<file path="src/rtl/sram_result_reader.sv">
// -----------------------------------------------------------------------------
// sram_result_reader
//
// Read-out stage behind the result SRAM. A start pulse (normally ALU_done)
// launches a run that reads NUM_WORDS words from address 0 upwards using the
// SRAM's read_n/ry handshake. Each captured 9-bit word is pushed into a small
// circular FIFO, and the FIFO is drained to the chip output through a
// valid/ready stream.
//
// Optional feature (compile-time macro): RESULT_CHECKSUM_EN
//   When defined, a 16-bit running sum (mod 2^16) of every captured word is
//   kept and presented on `checksum`. When undefined, the port and the
//   accumulator are absent.
//
// Ports:
//   clk         in   single clock, rising edge
//   rst         in   synchronous, active-high reset
//   start       in   one-cycle pulse that begins a run (ignored unless idle)
//   read_n      out  active-low SRAM read request
//   r_addr      out  SRAM read address [ADDR_W]
//   ry          in   SRAM ready; read_data valid when ry=1 and read_n=0
//   read_data   in   SRAM read data [9]
//   out_data    out  FIFO head word [9] (0 when the FIFO is empty)
//   out_valid   out  FIFO not empty
//   out_ready   in   consumer accepts out_data this cycle
//   busy        out  a run is in progress (any state but IDLE)
//   done        out  one-cycle pulse at the end of a run
//   error       out  ry timeout in the current or last run (sticky)
//   checksum    out  running sum [16] (RESULT_CHECKSUM_EN only)
//   dbg_state_o out  current FSM state, for checkers and debug
//                    (IDLE=0 REQ=1 WAIT_RY=2 GAP=3 DRAIN=4 FIN=5)
//
// Output stream handshake: a word transfers in every cycle where
// out_valid=1 and out_ready=1. out_valid never depends on out_ready, and
// out_data holds steady while out_valid=1 and out_ready=0.
// -----------------------------------------------------------------------------
module sram_result_reader #(
    parameter int NUM_WORDS  = 16,
    parameter int ADDR_W     = 4,
    parameter int FIFO_DEPTH = 4,
    parameter int RY_TIMEOUT = 255
) (
    input  logic              clk,
    input  logic              rst,
    input  logic              start,
    output logic              read_n,
    output logic [ADDR_W-1:0] r_addr,
    input  logic              ry,
    input  logic [8:0]        read_data,
    output logic [8:0]        out_data,
    output logic              out_valid,
    input  logic              out_ready,
    output logic              busy,
    output logic              done,
    output logic              error,
`ifdef RESULT_CHECKSUM_EN
    output logic [15:0]       checksum,
`endif
    output logic [2:0]        dbg_state_o
);

    localparam int PTR_W = $clog2(FIFO_DEPTH);
    // One extra bit so the counter can hold NUM_WORDS itself (<= 2^ADDR_W).
    localparam int CNT_W = ADDR_W + 1;

    localparam logic [PTR_W:0]   OCC_FULL = (PTR_W+1)'(FIFO_DEPTH);
    localparam logic [CNT_W-1:0] LAST_CNT = CNT_W'(NUM_WORDS);
    // The timeout counter starts at 0 in the first WAIT_RY cycle, so the
    // last cycle we may still wait is RY_TIMEOUT-1.
    localparam logic [7:0]       TO_LAST  = 8'(RY_TIMEOUT - 1);

    typedef enum logic [2:0] {
        S_IDLE    = 3'd0,
        S_REQ     = 3'd1,
        S_WAIT_RY = 3'd2,
        S_GAP     = 3'd3,
        S_DRAIN   = 3'd4,
        S_FIN     = 3'd5
    } state_e;

    state_e            state_q, state_d;
    logic              read_n_q, read_n_d;
    logic [CNT_W-1:0]  word_cnt_q, word_cnt_d;
    logic [7:0]        to_cnt_q, to_cnt_d;
    logic              error_q, error_d;

    logic              push;
    logic              pop;
    logic              fifo_space;

    logic [8:0]        fifo_mem [FIFO_DEPTH];
    logic [PTR_W-1:0]  wr_ptr_q, wr_ptr_d;
    logic [PTR_W-1:0]  rd_ptr_q, rd_ptr_d;
    logic [PTR_W:0]    occ_q, occ_d;

    // -------------------------------------------------------------------------
    // Control FSM: next state and next register values
    // -------------------------------------------------------------------------
    assign fifo_space = (occ_q < OCC_FULL);

    always_comb begin
        state_d    = state_q;
        read_n_d   = read_n_q;
        word_cnt_d = word_cnt_q;
        to_cnt_d   = to_cnt_q;
        error_d    = error_q;
        push       = 1'b0;

        unique case (state_q)
            S_IDLE: begin
                if (start) begin
                    error_d    = 1'b0;
                    word_cnt_d = '0;
                    to_cnt_d   = '0;
                    // The FIFO is always empty in IDLE (a run only ends after
                    // DRAIN, and reset flushes it), so the space check REQ
                    // would make already holds: issue the first request now
                    // so read_n falls the cycle after start.
                    read_n_d   = 1'b0;
                    state_d    = S_WAIT_RY;
                end
            end

            S_REQ: begin
                // Only request when the word has somewhere to go; the single
                // outstanding request is what reserves the FIFO slot.
                if (fifo_space) begin
                    read_n_d = 1'b0;
                    to_cnt_d = '0;
                    state_d  = S_WAIT_RY;
                end
            end

            S_WAIT_RY: begin
                if (ry) begin
                    push       = 1'b1;
                    word_cnt_d = word_cnt_q + 1'b1;
                    read_n_d   = 1'b1;
                    state_d    = S_GAP;
                end else if (to_cnt_q == TO_LAST) begin
                    // Give up on this and all remaining words.
                    error_d  = 1'b1;
                    read_n_d = 1'b1;
                    state_d  = S_DRAIN;
                end else begin
                    to_cnt_d = to_cnt_q + 1'b1;
                end
            end

            S_GAP: begin
                // One idle cycle between requests keeps them from running
                // back-to-back on the SRAM.
                if (word_cnt_q == LAST_CNT) begin
                    state_d = S_DRAIN;
                end else begin
                    state_d = S_REQ;
                end
            end

            S_DRAIN: begin
                if (occ_q == '0) begin
                    state_d = S_FIN;
                end
            end

            S_FIN: begin
                state_d = S_IDLE;
            end

            default: begin
                state_d  = S_IDLE;
                read_n_d = 1'b1;
            end
        endcase
    end

    // -------------------------------------------------------------------------
    // Output FIFO: pointers wrap naturally since FIFO_DEPTH is a power of two
    // -------------------------------------------------------------------------
    assign out_valid = (occ_q != '0);
    assign pop       = out_valid & out_ready;

    always_comb begin
        wr_ptr_d = wr_ptr_q;
        rd_ptr_d = rd_ptr_q;
        occ_d    = occ_q;
        if (push) begin
            wr_ptr_d = wr_ptr_q + 1'b1;
        end
        if (pop) begin
            rd_ptr_d = rd_ptr_q + 1'b1;
        end
        unique case ({push, pop})
            2'b10:   occ_d = occ_q + 1'b1;
            2'b01:   occ_d = occ_q - 1'b1;
            default: occ_d = occ_q;
        endcase
    end

    // Storage is not reset; out_data is gated so an empty FIFO shows 0.
    always_ff @(posedge clk) begin
        if (push) begin
            fifo_mem[wr_ptr_q] <= read_data;
        end
    end

    assign out_data = out_valid ? fifo_mem[rd_ptr_q] : 9'd0;

    // -------------------------------------------------------------------------
    // State registers
    // -------------------------------------------------------------------------
    always_ff @(posedge clk) begin
        if (rst) begin
            state_q    <= S_IDLE;
            read_n_q   <= 1'b1;
            word_cnt_q <= '0;
            to_cnt_q   <= '0;
            error_q    <= 1'b0;
            wr_ptr_q   <= '0;
            rd_ptr_q   <= '0;
            occ_q      <= '0;
        end else begin
            state_q    <= state_d;
            read_n_q   <= read_n_d;
            word_cnt_q <= word_cnt_d;
            to_cnt_q   <= to_cnt_d;
            error_q    <= error_d;
            wr_ptr_q   <= wr_ptr_d;
            rd_ptr_q   <= rd_ptr_d;
            occ_q      <= occ_d;
        end
    end

`ifdef RESULT_CHECKSUM_EN
    // -------------------------------------------------------------------------
    // Running checksum of captured words; holds its value from done until the
    // next accepted start.
    // -------------------------------------------------------------------------
    logic [15:0] checksum_q, checksum_d;

    always_comb begin
        checksum_d = checksum_q;
        if (state_q == S_IDLE && start) begin
            checksum_d = '0;
        end else if (push) begin
            checksum_d = checksum_q + {7'd0, read_data};
        end
    end

    always_ff @(posedge clk) begin
        if (rst) begin
            checksum_q <= '0;
        end else begin
            checksum_q <= checksum_d;
        end
    end

    assign checksum = checksum_q;
`endif

    // -------------------------------------------------------------------------
    // Outputs
    // -------------------------------------------------------------------------
    assign read_n      = read_n_q;
    // Bits above ADDR_W only matter once the run has reached NUM_WORDS.
    assign r_addr      = word_cnt_q[ADDR_W-1:0];
    assign busy        = (state_q != S_IDLE);
    assign done        = (state_q == S_FIN);
    assign error       = error_q;
    assign dbg_state_o = state_q;

endmodule

</file>
<file path="config.mk">
export PLATFORM = sky130hd
export DESIGN_NAME = sram_result_reader
export DESIGN_NICKNAME = d
export VERILOG_FILES = /design/src/rtl/sram_result_reader.sv
export SDC_FILE = /design/constraint.sdc
export NUM_CORES = 1
export LEC_CHECK = 0
export ABC_AREA = 1
export BUFFER_PORTS_ARGS = -buffer_cell sky130_fd_sc_hd__buf_2
export CAP_MARGIN = 5
export CORE_MARGIN = 2
export CORE_UTILIZATION = 40
export DETAILED_ROUTE_END_ITERATION = 10
export GPL_TIMING_DRIVEN = 0
export SYNTH_ARGS = -nofsm -noshare
export SYNTH_HDL_FRONTEND = slang
export SYNTH_SLANG_ARGS = --single-unit
</file>
<file path="constraint.sdc">
create_clock -name clk -period 2 [get_ports clk]
set_input_delay 0.1 -clock clk [delete_from_list [all_inputs] [get_ports clk]]
set_output_delay 0.1 -clock clk [all_outputs]
set_load 0.005 [all_outputs]
</file>
==> run_results.csv, run 1 <==
group,metric,value,unit
timing,maxSlewViolCount,0,
global_route,grt_pass1_wl,10600,um
timing,slew_headroom,62.8,%
yosys,synth_fp_nets,362,
setup_path,end_kind,"output port",
yosys,postSynthCellCount,338,
cells_and_area,syn_to_final_growth,21.9,%
global_route,grtUsageMet3,3.52,%
hold_path,min_to,"rd_ptr_q[0]",
power_and_ir_drop,power_density,1230,nW/um2
timing,finalCriticalPeriod,1.89,ns
yosys,yosysSeqAreaShare,54.8,%
placed_design,placed_area,3250,um2
power_and_ir_drop,clockPowerShare,23.5,%
cts,clk_pin_slew,0.06,ns
global_route,gr-max-usage-layer,"met2",
power_and_ir_drop,p_sw_share,37.9,%
timing,finalWorstSetupSlack,0.112,ns
route,num_vias,2400,
power_and_ir_drop,switchingPower,1.67,mW
power_and_ir_drop,irDropWorstVdd,0.487,mV
placed_design,dp_hpwl,4350,um
global_route,grt_pass1_vias,2235,
timing,max_clock_freq,0.530,GHz
setup_path,required,1.90,ns
run_status,outcome,"complete, no violations",
power_and_ir_drop,power_frac_comb,38.5,%
global_route,use_met2,28.2,%
cts,cts_sinks,63,
setup_path,reg2reg_setup_slack,0.14,ns
timing,fin_worst_skew,0.0119,ns
setup_path,path_class,"flip-flop to output port",
yosys,syn_area_per_cell,8.75,um2
cells_and_area,final_util,50.0,%
yosys,synth.distinct_cells,29,
timing,min_period_over_period,94.4,%
setup_path,critPathArrivalTime,1.79,ns
hold_path,min-delay-start,"out_ready",
power_and_ir_drop,intPower,2.74,mW
route,drt_iter0_drc,50,
global_route,antenna_found_initial,0,
die,dieArea,8100,um2
die,io-pin-count,35,
hold_path,hold_path_class,"input pin to flip-flop",
timing,setup_viol,0,
flow_run,drv_cap,0,
hold_path,hold_depth,4,
global_route,grt-ovfl-total,0,
cells_and_area,final_area,3600,um2
setup_path,reg2reg_depth,10,
yosys,syn-cell-area,2960,um2
die,core.rowCount,31,
power_and_ir_drop,seqPwrFrac,38.0,%
setup_path,crit_path_start_kind,"flip-flop",
cells_and_area,final_cell_mix,"nor2_1, nand2_1, inv_1",
timing,rsz0062_at_grt,"yes",
route,wl_per_cell,12.7,um
yosys,ys_ff_latch,63,
placed_design,port_buffers,34,
placed_design,place_congestion,0.865,
die,die_w,90.0,um
die,core_area,7210,um2
placed_design,dp_worst_setup_slack,-0.139,ns
global_route,use_met1,20.6,%
global_route,globalRouteTotalUtil,16.6,%
power_and_ir_drop,leakagePower,1.47,nW
yosys,yosysWarnings,0,
cts,cts_tree,"yes",
setup_path,r2r-start,"occ_q[0]",
route,totalWireLength,6370,um
timing,worst_slew_pin_slew,0.557,ns
route,drc,0,
cells_and_area,layout.nets,421,
cts,cts_buffers,9,
route,ant_nets,0,
cells_and_area,drive_gt1_share,22.4,%
setup_path,worstReg2RegEnd,"occ_q[2]",
cts,cts_buffer_depth,2,
die,die_h,90.0,um
die,start_util,41.0,%
route,drt_pre_antenna_iters,4,
global_route,grt_max_degree,11,
route,viasPerCell,4.79,
cts,htree_levels,3,
cells_and_area,mostFrequentLayoutCell,"nor2_1",
setup_path,worstPathMaxFanout,10,
timing,finalHoldViolCount,0,
cts,worstSkewPairLatency,0.34,ns
cells_and_area,n_antenna_cell,0,
cts,cts-root-buf,"clkbuf_8",
timing,whs,0.123,ns
==> synth_stat cells, drive strengths merged <==
cell type  count  share of area [%]
nor2          68                9.5
nand2         47                6.5
inv           44                5.6
edfxtp        36                 37
o21ai         30                5.1
a21oi         28                4.9
dfxtp         27                 18
nand3         20                3.4
ha             9                3.8
buf            8                1.8
nand4          5                1.1
a31oi          3               0.63
clkbuf         3               0.42
nor3           3               0.51
clkinv         1               0.13
fa             1               0.68
nor3b          1               0.25
o211ai         1               0.25
o21bai         1               0.25
or2            1               0.21
xor2           1               0.30
==> timing repair <==
item,CTS,global route
pin swaps,0,3
hold buffers,9,0
endpoints found under the setup margin,37,36
resized for setup,5,16
endpoints found under the hold margin,36,0
buffers inserted,0,5
==> critical path, stage by stage, from the launching register on <==
cell,delay (ns)
dfxtp_1,0.30
buf_2,0.23
clkinv_1,0.32
nor2_1,0.17
o21ai_0,0.09
a21oi_1,0.20
buf_2,0.15
==> cell families (layout without fill, tap and decap cells) <==
family,after synthesis,after routing,synth area share (%)
buffers and inverters,56,120,7.91
flip-flops,63,63,54.8
XOR/XNOR,1,1,0.296
adder cells (fa/ha/maj),10,10,4.49
AO/OA/AOI/OAI,63,63,11.1
AND/OR/NAND/NOR,145,145,21.4
==> power by group through the flow <==
stage	Clock (mW)	Combinational [mW]	Sequential, mW
2_1_floorplan	0	1.06	1.66
3_3_place_gp	0	1.56	1.68
6_report	1.04	1.70	1.68
3_5_place_dp	0	1.58	1.69
4_1_cts	1.06	1.62	1.66
5_1_grt	1.11	1.94	1.70
==> sequential cells by signal, indices dropped and copies added, names as in the netlist, named ones only <==
name	cells
read_n	1
to_cnt_q	8
error	1
wr_ptr_q	2
word_cnt_q	5
rd_ptr_q	2
dbg_state_o	3
fifo_mem	36
occ_q	3
==> cell type report <==
type / count / area, um2
Fill cell: 711 / 3610
Sequential cell: 63 / 1630
Multi-Input combinational cell: 219 / 1130
Timing Repair Buffer: 48 / 298
Inverter: 45 / 175
Clock buffer: 11 / 131
Tap cell: 99 / 124
Buffer: 11 / 65.1
Clock inverter: 5 / 48.8
==> worst max-delay path by stage <==
stage	slack, ns	from	to
6_report	0.11	flip-flop	out_data[1]
5_1_grt	-0.05	occ_q[0]	occ_q[2]
4_1_cts	-0.05	dbg_state_o[0]	fifo_mem[3][5]
3_5_place_dp	-0.14	occ_q[0]	occ_q[2]
3_3_place_gp	-0.09	dbg_state_o[0]	fifo_mem[3][5]
2_1_floorplan	0.11	occ_q[0]	occ_q[2]
==> per-stage QoR <==
stage	instances	total power, mW	TNS, ns
2_1_floorplan	338	2.72	0
3_3_place_gp	471	3.25	-2.54
3_5_place_dp	471	3.26	-3.03
4_1_cts	496	4.34	-1.04
5_1_grt	501	4.75	-0.0544
6_report	501	4.42	0
==> routing by layer <==
metal	vias to the layer above	part of all wire (%)
met5	-	0
met4	0	1.6
met3	9	4.5
met2	46	49
met1	1116	45
li1	1229	-
Power figures use the tool's default switching activity.
==> run 2: changes to the inputs <==
==> constraint.sdc (replaced) <==
create_clock -name clk -period 1.8 [get_ports clk]
set_input_delay 0.09 -clock clk [delete_from_list [all_inputs] [get_ports clk]]
set_output_delay 0.09 -clock clk [all_outputs]
set_load 0.005 [all_outputs]
==> run 2 against run 1 <==
  * Highest routed layer unchanged
  * Count of clock-buffer cells in the layout shrank 1
  * Cell count increased by 1.0%
  * Wire length is 0.64% higher
  * Setup slack got worse by 0.027 ns
==> run_results.csv, run 2 (synthesis results as in run 1) <==
group,metric,value,unit
cells_and_area,syn_to_final_growth,24.6,%
route,drt_pre_antenna_iters,4,
cts,worstSkewPairLatency,0.33,ns
die,dieArea,8100,um2
setup_path,path_class,"flip-flop to output port",
timing,finalHoldViolCount,0,
die,start_util,41.0,%
die,io-pin-count,35,
route,totalWireLength,6420,um
cts,cts_tree,"yes",
placed_design,place_congestion,0.867,
setup_path,crit_path_start_kind,"flip-flop",
setup_path,required,1.71,ns
cells_and_area,n_antenna_cell,0,
cells_and_area,regMostFlops,"fifo_mem",
route,num_vias,2375,
run_status,outcome,"complete, no violations",
route,ant_nets,0,
die,die_h,90.0,um
global_route,grt_max_degree,11,
placed_design,dp_worst_setup_slack,-0.314,ns
timing,min_period_over_period,95.3,%
setup_path,end_kind,"output port",
global_route,grt_pass1_vias,2319,
setup_path,crit_buf_inv,4,
timing,finalCriticalPeriod,1.72,ns
route,routed.top_layer,"met4",
power_and_ir_drop,switchingPower,1.90,mW
cts,cts_sinks,63,
flow_run,drv_cap,0,
setup_path,cpPeakStageDelay,0.31,ns
timing,maxSlewViolCount,0,
power_and_ir_drop,p_total,5.05,mW
power_and_ir_drop,irDropWorstVdd,0.527,mV
cells_and_area,drive_gt1_share,23.8,%
setup_path,path_delay_family,"buffers and inverters",
timing,finalWorstSetupSlack,0.0849,ns
cts,htree_levels,3,
route,wl_met2,3050,um
route,viasPerCell,4.69,
hold_path,hold_path_class,"input pin to flip-flop",
timing,whs,0.118,ns
cells_and_area,final_area,3680,um2
timing,rsz0062_at_grt,"yes",
placed_design,port_buffers,34,
global_route,grt_pass1_wl,10700,um
global_route,grt-ovfl-total,0,
setup_path,critPathSlowestCell,"dfxtp_1",
power_and_ir_drop,leakagePower,1.49,nW
cells_and_area,mostFrequentLayoutCell,"nor2_1",
placed_design,placed_area,3260,um2
die,core.rowCount,31,
route,met1_length,3040,um
cts,clk_pin_slew,0.07,ns
timing,max_clock_freq,0.583,GHz
setup_path,worstPathMaxFanout,10,
route,drc,0,
timing,worst_slew_pin_slew,0.557,ns
setup_path,path_cells,"clkbuf_4, clkinvlp_4, clkbuf_2, o21ai_0, a21oi_1, buf_2",
timing,setup_viol,0,
cells_and_area,final_cell_mix,"nor2_1, nand2_1, inv_1",
cts,cts-root-buf,"clkbuf_8",
global_route,globalRouteTotalUtil,16.5,%
route,met3WireLength,225,um
global_route,antenna_found_initial,0,
route,wl_per_cell,12.7,um
cells_and_area,layout.nets,426,
timing,fin_worst_skew,0.0121,ns
power_and_ir_drop,power_density,1370,nW/um2
cells_and_area,reg_top3,"fifo_mem (36), to_cnt_q (8), word_cnt_q (5)",
cts,cts_buffer_depth,2,
route,drt_iter0_drc,123,
power_and_ir_drop,power_frac_comb,40.7,%
power_and_ir_drop,intPower,3.15,mW
power_and_ir_drop,seqPwrFrac,37.0,%
die,die_w,90.0,um
setup_path,critPathArrivalTime,1.63,ns
cts,cts_buffers,9,
cells_and_area,largest_reg_flops,36,
power_and_ir_drop,clockPowerShare,22.3,%
placed_design,dp_hpwl,4280,um
timing,slew_headroom,62.8,%
die,core_area,7210,um2
power_and_ir_drop,p_sw_share,37.7,%
run 2: cell count changes in the layout (fill, tap and decap cells not counted), sizes merged:
| cell | previous run | this run |
|---|---|---|
| inv | 43 | 44 |
| buf | 47 | 51 |
run 2: final cells by class:
class	count	area, um2
buffer	10	66.3
clock buffer	10	128
clock inverter	6	51.3
fill	729	3530
inverter	45	180
multi-input combinational	219	1160
sequential	63	1630
tap	99	124
timing repair buffer	54	343
run 2: power by group through the flow:
stage / Combinational (mW) / Clock, mW / Sequential (mW)
floorplan: 1.19 / 0 / 1.85
global placement: 1.73 / 0 / 1.88
detailed placement: 1.76 / 0 / 1.88
CTS: 1.94 / 1.16 / 1.86
global route: 2.29 / 1.22 / 1.89
finish: 2.06 / 1.13 / 1.87
run 2: final timing paths:
| path | from | to | slack, ns | cells past startpoint |
|---|---|---|---|---|
| max | flip-flop | out_data[2] | 0.08 | 6 |
| min | rst | occ_q[0] | 0.12 | 4 |
| max reg2reg | dbg_state_o[0] | fifo_mem[0][1] | 0.11 | 6 |
| min reg2reg | read_n | read_n | 0.46 | 2 |
run 2: timing repair:
| item | in CTS | in global routing |
|---|---|---|
| hold endpoints to repair | 34 | 0 |
| hold buffers | 9 | 0 |
| endpoints found under the setup margin | 47 | 28 |
| setup buffers | 7 | 4 |
| resized for setup | 16 | 11 |
| pin swaps | 2 | 7 |
run 2: stage by stage:
| stage | utilization, % | std cells | TNS, ns |
|---|---|---|---|
| after floorplan | - | 338 | 0 |
| after global placement | 45.2 | 471 | -8.63 |
| after detailed placement | 45.2 | 471 | -9.67 |
| after CTS | 50.2 | 503 | 0 |
| after global routing | 51.1 | 506 | -0.0637 |
| final | 51.1 | 506 | 0 |
run 2: metal layers:
layer | vias to the layer above | GRT usage (%)
li1 | 1240 | -
met1 | 1080 | 21.1
met2 | 44 | 27.4
met3 | 11 | 3.19
met4 | 0 | 7.05
met5 | - | 0
run 2: tightest hold or removal path, cell delays in order:
cell	delay, ns
buf_2	0.08
inv_1	0.09
o21ai_0	0.10
a21oi_1	0.04
